<file path="src/rtl/mac_seq_accum.sv">
// mac_seq_accum: sequencer/accumulator wrapped around the combinational fused MAC.
// Latency: one operand pair per cycle in ACC; result valid the cycle after the last operand.
// Backpressure: op_ready is a pure state decode; the result is held in DONE until res_ready.
//
// Ports:
//   clk, rst_n             - clock, synchronous active-low reset
//   start/split_cfg/len    - sequence request, lane mode and length (latched in IDLE)
//   op_valid/op_ready      - operand handshake, op_a/op_b carry the signed pair
//   res_valid/res_ready    - result handshake, res_data carries the sign-extended sum
//   busy                   - high whenever the block is not IDLE
//   mac_split/mac_in/mac_a/mac_b/mac_out - connection to the external MAC
module mac_seq_accum #(
  parameter int CNT_W = 8
) (
  input  logic             clk,
  input  logic             rst_n,
  input  logic             start,
  input  logic             split_cfg,
  input  logic [CNT_W-1:0] len,
  input  logic             op_valid,
  output logic             op_ready,
  input  logic [7:0]       op_a,
  input  logic [7:0]       op_b,
  output logic             res_valid,
  input  logic             res_ready,
  output logic [47:0]      res_data,
  output logic             busy,
  output logic             mac_split,
  output logic [47:0]      mac_in,
  output logic [7:0]       mac_a,
  output logic [7:0]       mac_b,
  input  logic [47:0]      mac_out
);

  typedef enum logic [1:0] {
    ST_IDLE = 2'd0,
    ST_ACC  = 2'd1,
    ST_DONE = 2'd2
  } state_t;

  state_t           r_state;
  state_t           w_state_nxt;
  logic [47:0]      r_acc;
  logic [CNT_W-1:0] r_cnt;
  logic [CNT_W-1:0] r_len;
  logic             r_split;

  logic             w_start_fire;
  logic             w_op_fire;
  logic             w_last;
  logic [47:0]      w_acc_nxt;

  // r_len is never zero while in ACC (len=0 bypasses straight to DONE),
  // so the subtraction cannot wrap there.
  assign w_last = (r_cnt == (r_len - CNT_W'(1)));

  // Non-split mode only owns the low 32 bits; the upper 16 are forced to 0
  // so a stale MAC upper word can never leak into the accumulator.
  assign w_acc_nxt = r_split ? mac_out : {16'b0, mac_out[31:0]};

  // Operands go straight to the MAC; nothing is registered on that path.
  assign mac_a     = op_a;
  assign mac_b     = op_b;
  assign mac_split = r_split;
  assign mac_in    = r_split ? r_acc : {16'b0, r_acc[31:0]};
  assign res_data  = r_split ? r_acc : {{16{r_acc[31]}}, r_acc[31:0]};

  always_comb begin
    w_state_nxt  = r_state;
    op_ready     = 1'b0;
    res_valid    = 1'b0;
    busy         = 1'b1;
    w_start_fire = 1'b0;
    w_op_fire    = 1'b0;
    case (r_state)
      ST_IDLE: begin
        busy = 1'b0;
        if (start) begin
          w_start_fire = 1'b1;
          w_state_nxt  = (len == '0) ? ST_DONE : ST_ACC;
        end
      end
      ST_ACC: begin
        op_ready = 1'b1;
        if (op_valid) begin
          w_op_fire = 1'b1;
          if (w_last) begin
            w_state_nxt = ST_DONE;
          end
        end
      end
      ST_DONE: begin
        res_valid = 1'b1;
        if (res_ready) begin
          w_state_nxt = ST_IDLE;
        end
      end
      default: begin
        busy        = 1'b0;
        w_state_nxt = ST_IDLE;
      end
    endcase
  end

  always_ff @(posedge clk) begin
    if (!rst_n) begin
      r_state <= ST_IDLE;
    end else begin
      r_state <= w_state_nxt;
    end
  end

  always_ff @(posedge clk) begin
    if (!rst_n) begin
      r_acc   <= '0;
      r_cnt   <= '0;
      r_len   <= '0;
      r_split <= 1'b0;
    end else if (w_start_fire) begin
      r_split <= split_cfg;
      r_len   <= len;
      r_acc   <= '0;
      r_cnt   <= '0;
    end else if (w_op_fire) begin
      r_acc   <= w_acc_nxt;
      r_cnt   <= r_cnt + CNT_W'(1);
    end
  end

endmodule

</file>
<file path="config.mk">
export PLATFORM = sky130hd
export DESIGN_NAME = mac_seq_accum
export DESIGN_NICKNAME = d
export VERILOG_FILES = /design/src/rtl/mac_seq_accum.sv
export SDC_FILE = /design/constraint.sdc
export NUM_CORES = 1
export LEC_CHECK = 0
export CAP_MARGIN = 20
export CORE_MARGIN = 5
export CORE_UTILIZATION = 35
export CTS_CLUSTER_SIZE = 24
export DETAILED_ROUTE_END_ITERATION = 8
export PLACE_DENSITY = 0.73
export SYNTH_ARGS = -nofsm -noshare
export SYNTH_HDL_FRONTEND = slang
export SYNTH_SLANG_ARGS = --single-unit
</file>
<file path="constraint.sdc">
create_clock -name clk -period 2.6 [get_ports clk]
set_input_delay 0.39 -clock clk [delete_from_list [all_inputs] [get_ports clk]]
set_output_delay 0.39 -clock clk [all_outputs]
set_load 0.01 [all_outputs]
</file>
==> run summary <==
Status -> finished clean
F_max -> 434 MHz
Die height -> 111 um
Syn_area_per_cell -> 7.48 um2
CP Class -> flip-flop to flip-flop
CTS tree -> yes
Clock Latency Late Sink -> 330 ps
Worst vdd ir -> 0.497 mV
# port buffers -> 161
Die footprint -> 12,300 um2
Netlist cell types -> 36
Fin crit share -> 88.6%
Fraction of layout cells with a size suffix above 1 -> 5.23%
Post-Synthesis Cell Area -> 3570 um2
Arrival @ worst endpoint -> 2520 ps
Final hold viol count -> 0
Initial Util -> 36.1%
Antenna cells -> 0
Antenna viol nets, final -> 0
Largest net degree at the start of global routing -> 30
Endpoints failing setup -> 0
Detailed Route WL -> 9.44 mm
GRT Total Usage -> 14.9%
Power Total -> 3.35 mW
Lkg Pwr -> 1.91 nW
Power density cells -> 675 nW/um2
Drt via density -> 4.61
Final Max Tran Viols -> 0
Worst path required time -> 2810 ps
Fillers -> 913
Placer Congestion -> 0.783
Final nets -> 633
Worst-Margin Slew -> 585 ps
Die width -> 111 um
Yosys warns -> 0
Gr ovfl total -> 0
Synthesized instance count -> 477
Vias in the first global route -> 3,241
Combinational power share -> 32.8%
Initial antenna violation count -> 0
Crit path capture type -> flip-flop
H-tree depth -> 3
Syn Nets -> 560
Hold Path Class -> flip-flop to flip-flop
Pre-CTS setup slack -> 311 ps
Drt pass-1 iters -> 5
CTS clk-pin slew, worst paths -> 70 ps
Finished Cell Area -> 4960 um2
Final core utilization -> 50.3%
WL/cell -> 13.7 um
Synth Register Bits -> 67
Final WS setup -> 297 ps
Ranking of synthesized cells by area -> dfxtp_1, buf_4, nand2_1
Post-synth EDFFs -> 0
Crit-path max FO -> 5
Cell internal pwr -> 2.31 mW
Sequential fraction of the synthesis area -> 37.6%
Max Cap Violations -> 0
DRC -> 0
Setup bufs post-CTS -> 0
Via count -> 3,174
Area after DPL -> 4720 um2
Placeable Area -> 9860 um2
Hold Slack -> 450 ps
Max Clock Skew -> 6.91 ps
IO Count -> 194
Slew margin rel. -> 61.0%
Global-route wire length before repair -> 15.4 mm
Area growth, synth to finish -> 39.1%
Synth top area share -> 37.6%
Switch Pwr -> 1.04 mW
Unrepaired setup endpoints after global routing -> false
Total CTS buffers -> 9
Power share of the clock group -> 31.3%
Iteration-0 DRC Markers -> 169
Max Buffers Root-to-Sink -> 2
Num rows -> 36
Hpwl dp -> 7.20 mm
Net Sw Frac -> 31.1%
Min Tclk post-route -> 2300 ps
Synth Flop Type -> dfxtp_1
Seq pwr share -> 36.0%
Share of synthesized flip-flops with an asynchronous set or reset -> 0%
Post-route insts no fill -> 688
Post-CTS Hold Buffers -> 0
Fin Setup TNS -> 0 ps
# resized after CTS -> 0
Root Driver -> clkbuf_8
Dpl cells -> 672
CTS Sinks -> 67
Crit path launch type -> flip-flop
Post-synth top area cell -> dfxtp_1
## cells in the mapped netlist (2+ instances only)
master     instances
a21boi_0           9
a21oi_1           49
and2_1             4
buf_1              4
buf_4             80
clkbuf_1          22
dfxtp_1           67
ha_1               5
inv_1             21
nand2_1          139
nand2b_1           5
nand3_1           17
nand4_1            3
nor2_1            13
nor4_1             3
o2111ai_1          2
o21ai_0            2
xnor2_1            8
xor2_1             7
## per-layer routing
metal / vias up / routed length [um] / track usage, %
li1: 1590 / - / -
met2: 135 / 4540 / 26.1
met5: - / 0 / 0
met3: 22 / 665 / 4.26
met4: 0 / 210 / 6.40
met1: 1427 / 4020 / 16.9
## flip-flops by register name (all words and copies together) (netlist names)
signal / flops
mac_split: 1
r_len: 8
r_acc: 48
r_state: 2
r_cnt: 8
## area by class of cell
cell class | instances | area (um2) | share of cell area, %
inverter | 21 | 78.8 | 1.59
clock inverter | 5 | 100 | 2.02
sequential | 67 | 1340 | 27.1
multi-input combinational | 283 | 1450 | 29.3
clock buffer | 11 | 141 | 2.85
timing repair buffer | 168 | 1680 | 33.8
tap | 133 | 166 | 3.36
## power by group through the flow
stage	Clock, mW	Combinational [mW]	Sequential [mW]
finish	1.05	1.10	1.20
floorplan	0	0.738	1.20
global route	1.13	1.21	1.22
global placement	0	1.08	1.22
CTS	1.08	1.11	1.20
detailed placement	0	1.11	1.23
## cell usage in the layout, fill, tap and decap left out, types with 2 or more instances in the layout
cell and n:
a21boi_0 9, a21oi_1 49, and2_1 3, buf_4 6
bufinv_16 3, clkbuf_8 10, clkdlybuf4s50_1 161, clkinv_2 2
dfxtp_1 67, ha_1 5, inv_1 21, nand2_1 137
nand2_2 2, nand2b_1 5, nand3_1 17, nand4_1 3
nor2_1 13, nor4_1 3, o2111ai_1 2, o21ai_0 2
xnor2_1 8, xor2_1 7
## path summary, 6_finish.rpt
kind / startpoint / end / slack [ps] / cells past startpoint
max: r_len[0] / r_state[0] / 300 / 7
min reg2reg: r_acc[40] / r_acc[40] / 450 / 2
max reg2reg: r_len[0] / r_state[0] / 300 / 7
min: r_acc[40] / r_acc[40] / 450 / 2
## cell families (layout without fill, tap and decap cells)
group | count (synthesis) | in the layout | synth area share [%]
flops | 67 | 67 | 37.6
compound gates | 70 | 70 | 12.0
mux | 1 | 1 | 0.281
simple gates | 192 | 192 | 22.9
xor+xnor | 15 | 15 | 3.68
fa+ha+maj | 5 | 5 | 1.75
buf+inv | 127 | 205 | 21.8
## critical path, stage by stage, from the launching register on
cell,delay (ps)
dfxtp_1,350
inv_1,90
ha_1,190
or3b_4,400
or4_4,510
a2111oi_4,370
a31oi_1,140
mux2i_1,140
(Power assumes the default switching activity.)
